===== src/rtl/uart_pkg.sv =====
// ============================================================================
// Module   : uart_pkg
// Brief    : Shared constants and state encoding for the FIFO-drain UART TX.
// Revision : 1.0
// ============================================================================
`default_nettype none

package uart_pkg;

  localparam int DEFAULT_CLKS_PER_BIT = 868;
  localparam int DATA_BITS            = 8;
  localparam int BIT_IDX_W            = $clog2(DATA_BITS);

  localparam logic [2:0] ST_IDLE   = 3'd0;
  localparam logic [2:0] ST_POP    = 3'd1;
  localparam logic [2:0] ST_LATCH  = 3'd2;
  localparam logic [2:0] ST_START  = 3'd3;
  localparam logic [2:0] ST_DATA   = 3'd4;
  localparam logic [2:0] ST_PARITY = 3'd5;
  localparam logic [2:0] ST_STOP   = 3'd6;

  typedef enum logic [2:0] {
    S_IDLE   = ST_IDLE,
    S_POP    = ST_POP,
    S_LATCH  = ST_LATCH,
    S_START  = ST_START,
    S_DATA   = ST_DATA,
    S_PARITY = ST_PARITY,
    S_STOP   = ST_STOP
  } state_e;

endpackage

`default_nettype wire


===== src/rtl/uart_baud_gen.sv =====
// ============================================================================
// Module   : uart_baud_gen
// Brief    : Clear-on-load bit-period counter; bit_end_o marks the last cycle.
// Revision : 1.0
// ============================================================================
`default_nettype none

module uart_baud_gen
  import uart_pkg::*;
#(
  parameter int CLKS_PER_BIT = DEFAULT_CLKS_PER_BIT
) (
  input  logic clk,
  input  logic rst,
  input  logic clr_i,
  output logic bit_end_o
);

  localparam int              CNT_W    = (CLKS_PER_BIT > 1) ? $clog2(CLKS_PER_BIT) : 1;
  localparam logic [CNT_W-1:0] CNT_LAST = CNT_W'(CLKS_PER_BIT - 1);

  logic [CNT_W-1:0] cnt_q;
  logic [CNT_W-1:0] cnt_d;

  assign bit_end_o = (cnt_q == CNT_LAST);

  always_comb begin
    cnt_d = cnt_q + CNT_W'(1);
    if (clr_i || bit_end_o) begin
      cnt_d = '0;
    end
  end

  always_ff @(posedge clk or negedge rst) begin
    if (!rst) begin
      cnt_q <= '0;
    end else begin
      cnt_q <= cnt_d;
    end
  end

endmodule

`default_nettype wire


===== src/rtl/fifo_uart_tx.sv =====
// ============================================================================
// Module   : fifo_uart_tx
// Brief    : Drains the message FIFO and serialises each byte as a UART frame.
// Revision : 1.0
// ============================================================================
`default_nettype none

module fifo_uart_tx
  import uart_pkg::*;
#(
  parameter int CLKS_PER_BIT = DEFAULT_CLKS_PER_BIT,
  parameter int PARITY_EN    = 0
) (
  input  logic        clk,
  input  logic        rst,
  input  logic        en,
  input  logic        fifo_empty,
  input  logic [7:0]  fifo_data,
  output logic        rd,
  output logic        txd,
  output logic        busy,
  output logic        tx_done,
  output logic [15:0] frame_cnt
);

  state_e                 state_q, state_d;
  logic [7:0]             shift_q, shift_d;
  logic [BIT_IDX_W-1:0]   bit_idx_q, bit_idx_d;
  logic                   parity_q, parity_d;
  logic [15:0]            frame_cnt_q, frame_cnt_d;
  logic                   rd_q;
  logic                   txd_q, txd_d;
  logic                   bit_end;
  logic                   start_ok;

  assign start_ok = en && !fifo_empty;

  // Every state change restarts the bit period.
  uart_baud_gen #(
    .CLKS_PER_BIT (CLKS_PER_BIT)
  ) u_baud (
    .clk       (clk),
    .rst       (rst),
    .clr_i     (state_d != state_q),
    .bit_end_o (bit_end)
  );

  always_comb begin
    state_d     = state_q;
    shift_d     = shift_q;
    bit_idx_d   = bit_idx_q;
    parity_d    = parity_q;
    frame_cnt_d = frame_cnt_q;
    tx_done     = 1'b0;
    unique case (state_q)
      S_IDLE: begin
        if (start_ok) state_d = S_POP;
      end
      S_POP: begin
        state_d = S_LATCH;
      end
      S_LATCH: begin
        shift_d  = fifo_data;
        parity_d = ^fifo_data;
        state_d  = S_START;
      end
      S_START: begin
        if (bit_end) begin
          bit_idx_d = '0;
          state_d   = S_DATA;
        end
      end
      S_DATA: begin
        if (bit_end) begin
          shift_d = shift_q >> 1;
          if (bit_idx_q == BIT_IDX_W'(DATA_BITS - 1)) begin
            state_d = (PARITY_EN != 0) ? S_PARITY : S_STOP;
          end else begin
            bit_idx_d = bit_idx_q + BIT_IDX_W'(1);
          end
        end
      end
      S_PARITY: begin
        if (bit_end) state_d = S_STOP;
      end
      S_STOP: begin
        if (bit_end) begin
          tx_done     = 1'b1;
          frame_cnt_d = frame_cnt_q + 16'd1;
          state_d     = start_ok ? S_POP : S_IDLE;
        end
      end
      default: begin
        state_d = S_IDLE;
      end
    endcase
  end

  // Line level is computed from the next state so txd leaves a flop.
  always_comb begin
    txd_d = 1'b1;
    case (state_d)
      S_START:  txd_d = 1'b0;
      S_DATA:   txd_d = shift_d[0];
      S_PARITY: txd_d = parity_d;
      default:  txd_d = 1'b1;
    endcase
  end

  always_ff @(posedge clk or negedge rst) begin
    if (!rst) begin
      state_q     <= S_IDLE;
      shift_q     <= '0;
      bit_idx_q   <= '0;
      parity_q    <= 1'b0;
      frame_cnt_q <= '0;
      rd_q        <= 1'b0;
      txd_q       <= 1'b1;
    end else begin
      state_q     <= state_d;
      shift_q     <= shift_d;
      bit_idx_q   <= bit_idx_d;
      parity_q    <= parity_d;
      frame_cnt_q <= frame_cnt_d;
      rd_q        <= (state_d == S_POP);
      txd_q       <= txd_d;
    end
  end

  assign rd        = rd_q;
  assign txd       = txd_q;
  assign busy      = (state_q != S_IDLE);
  assign frame_cnt = frame_cnt_q;

endmodule

`default_nettype wire


===== config.mk =====
export PLATFORM = sky130hd
export DESIGN_NAME = fifo_uart_tx
export DESIGN_NICKNAME = d
export VERILOG_FILES = /design/src/rtl/uart_pkg.sv /design/src/rtl/uart_baud_gen.sv /design/src/rtl/fifo_uart_tx.sv
export SDC_FILE = /design/constraint.sdc
export NUM_CORES = 1
export LEC_CHECK = 0
export CORE_MARGIN = 2
export CORE_UTILIZATION = 49
export CTS_CLUSTER_DIAMETER = 60
export DETAILED_ROUTE_END_ITERATION = 12
export GPL_TIMING_DRIVEN = 0
export PLACE_DENSITY = 0.74
export RECOVER_POWER = 50
export SYNTH_ARGS = -nofsm -noshare
export SYNTH_HDL_FRONTEND = slang
export SYNTH_HIERARCHICAL = 1
export SYNTH_SLANG_ARGS = --single-unit

===== constraint.sdc =====
create_clock -name clk -period 2.43 [get_ports clk]
set_clock_uncertainty 0.05 [all_clocks]
set_input_delay 0.3645 -clock clk [delete_from_list [all_inputs] [get_ports clk]]
set_output_delay 0.3645 -clock clk [all_outputs]
set_load 0.02 [all_outputs]

== Yosys cells after proc, flatten, opt, wreduce, memory -nomap -nowiden ==
Cells that the tools add are included.

* Register bits: 43
* Bits of input ports: 12
* Output and inout port bits: 20
* Word-level logic and storage cells: 58

* Add/sub/neg operators: 3
* Equal/unequal tests: 16
* Multiplexer cells: 19
* Reductions and logical operators: 11

{| class="wikitable"
|+ Operators by type and width
! cell !! count
|-
| 3-bit two-way mux || 9
|-
| 3-bit case mux with 7 select lines || 1
|-
| 3-bit == test, second input constant || 6
|-
| 16-bit by 1-bit adder with 16-bit output, second input constant || 1
|-
| 8-bit case mux with 2 select lines || 1
|-
| 10-bit by 1-bit adder with 10-bit output, second input constant || 1
|-
| 10-bit == test, second input constant || 1
|-
| 10-bit two-way mux || 1
|-
| 3-bit by 2-bit == test with 1-bit output, second input constant || 3
|-
| 8-bit two-way mux || 1
|-
| 8-bit parity || 1
|-
| 3-bit by 1-bit == test with 1-bit output, second input constant || 2
|-
| 3-bit case mux with 2 select lines || 1
|-
| 1-bit two-way mux || 4
|-
| 2-bit by 1-bit inequality test with 1-bit output, second input constant || 2
|-
| 2-bit AND reduction || 2
|-
| 4-bit AND reduction || 1
|-
| 2-bit nonzero test || 2
|-
| 3-bit by 1-bit adder with 3-bit output, second input constant || 1
|-
| 3-bit zero test || 1
|-
| 3-bit inequality test || 1
|-
| 1-bit case mux with 3 select lines || 1
|-
| 3-bit nonzero test || 1
|-
| 2-bit inequality test, second input constant || 1
|-
| 3 further kinds || 3
|}

== Depth between registers and ports, before layout ==
* Word-level depth: 8
* Mapped depth: 10
* Mapped depth without buffers: 10

== Hierarchy ==
Netlist, hierarchy kept.

{| class="wikitable"
|+ Modules (own cells, without submodules)
! module !! times used !! cells each !! area an instance (um^2) !! sequential area each (um^2)
|-
| fifo_uart_tx || 1 || 164 || 1692.9 || 827.0
|-
| uart_baud_gen || 1 || 52 || 514.2 || 250.2
|}

== Worst setup path after synthesis ==
No wires, ideal clock.

* Path kind: reg-to-reg
* Start: register u_baud.cnt_q[3]
* End: register u_baud.cnt_q[9]
* Setup time: 0.124 ns
* Arrival: 2.468 ns
* Data required time: 2.256 ns
* Slack: -0.212 ns
* Stages on the path, launching flop included: 9
* Buffers on the path: 1
* Clock period less this slack: 2.642 ns
* Cells stage by stage: dfrtp_1 > or4_4 > nor3_1 > clkbuf_1 > o21ai_0 > o21ai_0 > nand4bb_1 > o32a_1 > o31ai_1

* Word-level cells in the longest chain between the ends: 6
* Elaborated cells between the ends (all ways): 10
* Those cells by class: add/sub (1); eq/ne (2); mux (6); reduce/logical (1)

{| class="wikitable"
|+ Ends and longest elaborated chain
! what !! line !! text
|-
| from (decl) || uart_baud_gen.sv:22 || <nowiki>logic [CNT_W-1:0] cnt_q;</nowiki>
|-
| from (signal assigned) || uart_baud_gen.sv:38 || <nowiki>cnt_q <= cnt_d;</nowiki>
|-
| 10-bit == test * || uart_baud_gen.sv:25 || <nowiki>assign bit_end_o = (cnt_q == CNT_LAST);</nowiki>
|-
| via bit_end || fifo_uart_tx.sv:33 || <nowiki>logic bit_end;</nowiki>
|-
| 3-bit two-way mux, on equally long branches || - ||
|-
| 3-bit case mux with 7 select lines || fifo_uart_tx.sv:55 || <nowiki>unique case (state_q)</nowiki>
|-
| 3-bit inequality test || fifo_uart_tx.sv:44 || <nowiki>.clr_i (state_d != state_q),</nowiki>
|-
| 1-bit logical OR * || uart_baud_gen.sv:29 || <nowiki>if (clr_i || bit_end_o) begin</nowiki>
|-
| 10-bit two-way mux * || uart_baud_gen.sv:29 ||
|-
| via u_baud.cnt_d[9] || uart_baud_gen.sv:23 || <nowiki>logic [CNT_W-1:0] cnt_d;</nowiki>
|}

The timed path passes the listed nets; every way through them passes the cells marked *.
A chain may end at the register's enable or synchronous reset.

== Worst setup path in the final report ==
* Start: register u_baud.cnt_q[3]
* End: output tx_done

* Word-level cells in the longest chain between the ends: 3

{| class="wikitable"
|+ Ends and longest elaborated chain
! what !! line !! text
|-
| 10-bit == test || uart_baud_gen.sv:25 ||
|-
| via bit_end || fifo_uart_tx.sv:33 ||
|-
| 1-bit two-way mux || fifo_uart_tx.sv:87 || <nowiki>if (bit_end) begin</nowiki>
|-
| 1-bit two-way mux || fifo_uart_tx.sv:55 ||
|-
| to (decl) || fifo_uart_tx.sv:22 || <nowiki>output logic tx_done,</nowiki>
|}

The timed path passes the listed nets, and every way through them passes these cells.

==> impl_metrics.toml <==
[place]
port_buffers = 31
dp_hpwl_um = 2931
gp_congestion = 0.8194

[die]
die_x_um = 71.12
die-area_mm2 = 0.005057
start_util_pct = 50.69
rows = 24
die_height_um = 71.12
core_area_mm2 = 0.004354
io_pins = 32

[setup_path]
worstSetupEndpointType = "primary output"
cp_cell_sequence = "or4_4 -> nor3_4 -> nand4b_4 -> inv_4 -> buf_6"
criticalPathCategory = "flop to primary output"
ff2ff_path_depth = 10
arrival_ns = 1.93
slowest_delay_ns = 0.59
crit_required_ns = 2.02
critical_path_peak_fanout = 5
worst_path_max_delay_cell = "or4_4"
start_kind = "flop"

[min_path]
hold_class = "flop to flop"
min_path_cells = 1

[synthesis]
synthAdderAreaFrac_pct = 2.268
ys.warnings.count = 6
syn_avg_cell_area_um2 = 10.22
syn_area_mm2 = 0.002207
synthFlopType = "dfrtp_1"
synth_top_cell_area_share_pct = 47.62
seq_area_frac_synth_pct = 48.81
ys_seq_elements = 43
synth_top_family_by_area = "simple AND/OR/NAND/NOR gates"
synth_nets = 232
synth-edff-count = 0
synthSimpleGateAreaFrac_pct = 24.32
synth_area_leader_cell = "dfrtp_1"
synth-compound-area-share_pct = 10.71
async_flop_share_pct = 100.0
yosys.area_share.xor_xnor_pct = 10.26
synthTopCellsByArea = "dfrtp_1, xnor2_1, nand2_1"
syn_inst = 216
post_synth_num_cell_types = 45
synthMuxAreaShare_pct = 0.9070

[route]
wl_per_cell_um = 13.19
drt-pass1-iter-count = 5
first_iter_violations = 80
totalWireLength_um = 4209
detail-route-antenna-nets = 0
via_per_inst = 5.354
vias = 1708
drc = 0

[layout]
nets = 282
regArea_mm2 = 0.001077
final_common_cell = "dfrtp_1"
final_layout_size_suffix_gt1_share_pct = 15.36
postLayoutCoreUtil_pct = 64.22
fillers = 367
multi_input_area_mm2 = 0.001115
area_growth_syn_to_layout_pct = 26.70
antenna_cells = 0
layout_common_cells = "dfrtp_1, nand2_1, xnor2_1, clkdlybuf4s50_1, nor2_1"

[timing]
period_share_pct = 96.49
setup_viol = 0
min_period_ns = 2.345
finalHoldViolCount = 0
setup_tns_ns = 0
relSlewSlack_pct = 34.38
maxSlewViolCount = 0
rsz0062_at_grt = "yes"
tightest_slew_ns = 0.9844
max_freq_ghz = 0.4265

[power_and_ir_drop]
ir_drop_mv = 0.2762
p_sw_share_pct = 21.54
switchingPower_uw = 266.4
combPwrFrac_pct = 5.9
clkPwrFrac_pct = 34.6
power.leakage_nw = 1.273
powerDensity_mw_per_mm2 = 442.2
p_int_uw = 970.2
seq_power_share_pct = 59.5
total_power_mw = 1.237

[cts]
cts.sinks = 43
clk_pin_slew_ns = 0.07
cts_htree_levels = 2
cts_made_buffers = 5
clock-root-buffer = "clkbuf_8"
cts_tree = "yes"
cts_max_path_buffers = 2
clock_latency_ns = 0.29

[global_route]
grt_util_all_layers_pct = 17.29
grt_pass1_wl_um = 6996
grt_pass1_vias = 1571
antenna_found_initial = 0
grt_max_degree = 26
grt-ovfl-total = 0

[outcome]
outcome = "finished, final reports clean"

[job]
cap_violations = 0
timing repair:
action,CTS,global route
gates resized for setup,6,10
cloned,0,1
buffers inserted,1,9
hold buffers,1,0
pin swaps,1,7
endpoints found under the hold margin,17,0
setup endpoints to repair,26,16
critical path: cells and delay by family, from the launching register on:
| kind | cells | cell delay [ns] |
|---|---|---|
| buffers and inverters | 2 | 0.21 |
| AND/OR/NAND/NOR | 3 | 1.03 |
| flip-flops | 1 | 0.40 |
routing by layer:
| metal | GRT usage (%) | vias to the layer above | wire, um |
|---|---|---|---|
| met2 | 28.87 | 32 | 2009 |
| met1 | 22.45 | 816 | 2003 |
| li1 | - | 856 | - |
| met4 | 4.403 | 0 | 27 |
| met5 | 0 | - | 0 |
| met3 | 4.701 | 4 | 169 |
sequential cells by signal (all words and copies together) (netlist names):
signal,count
frame_cnt,16
u_baud/cnt_q,10
shift_q,8
bit_idx_q,3
state_q,3
parity_q,1
rd,1
txd,1
power by group through the flow:
stage                     clock (mW)  sequential [mW]  combinational, mW
final                          0.428            0.736             0.0729
after global routing           0.475            0.737             0.0838
after CTS                      0.446            0.736             0.0777
after detailed placement           0            0.750             0.0765
after global placement             0            0.750             0.0724
after floorplan                    0            0.748             0.0345
metrics by stage:
| stage | setup WS (ns) | std cells | instance area, um2 | hold slack, ns |
|---|---|---|---|---|
| 6_report | 0.08528 | 319 | 2796 | 0.4154 |
| 5_1_grt | -0.01126 | 319 | 2796 | 0.4492 |
| 4_1_cts | 0.01520 | 309 | 2698 | 0.4239 |
| 3_5_place_dp | -0.3304 | 300 | 2604 | 0.2861 |
| 3_3_place_gp | -0.3449 | 299 | 2589 | 0.4039 |
| 2_1_floorplan | 0.05741 | 216 | 2213 | 0.01891 |
final cells by class:
cell class                      instances  area share [%]
Multi-Input combinational cell        162           39.87
Sequential cell                        43           38.52
Timing Repair Buffer                   43           14.27
Clock buffer                            8           2.864
Tap cell                               52           2.327
Buffer                                  5           1.253
Inverter                                6          0.8949
final timing paths:
path | startpoint | end | slack [ns]
min in group asynchronous | rst | u_baud/cnt_q[6]$_DFF_PN0_ | 0.71
hold reg to reg | frame_cnt[15]$_DFFE_PN0P_ | frame_cnt[15]$_DFFE_PN0P_ | 0.42
setup / recovery | u_baud/cnt_q[3]$_DFF_PN0_ | tx_done | 0.09
max in group asynchronous | rst | u_baud/cnt_q[9]$_DFF_PN0_ | 0.47
hold / removal | frame_cnt[15]$_DFFE_PN0P_ | frame_cnt[15]$_DFFE_PN0P_ | 0.42
setup reg to reg | u_baud/cnt_q[3]$_DFF_PN0_ | u_baud/cnt_q[9]$_DFF_PN0_ | 0.11
synthesized netlist by cell type (2+ instances only):
library cell and n:
dfrtp_1 42, nand2_1 36, xnor2_1 21, nor2_1 15
nand3_1 13, a21oi_1 9, o21ai_0 9, a22oi_1 6
nand4_1 6, inv_1 5, ha_1 4, or3_1 4
and2b_1 3, buf_4 3, xor2_1 3, and2_1 2
and3_1 2, clkbuf_1 2, mux2i_1 2, nand2b_1 2
o22ai_1 2, o31ai_1 2
cell families (layout without fill, tap and decap cells):
family,Yosys count,count (layout)
buffers and inverters,12,62
xor gates and xnor gates,25,25
DFF,43,43
adders and majority gates,4,4
and+or+nand+nor,95,95
AOI/OAI and AO/OA,35,36
muxes,2,2
No activity file was read; power rests on OpenSTA's default activity.
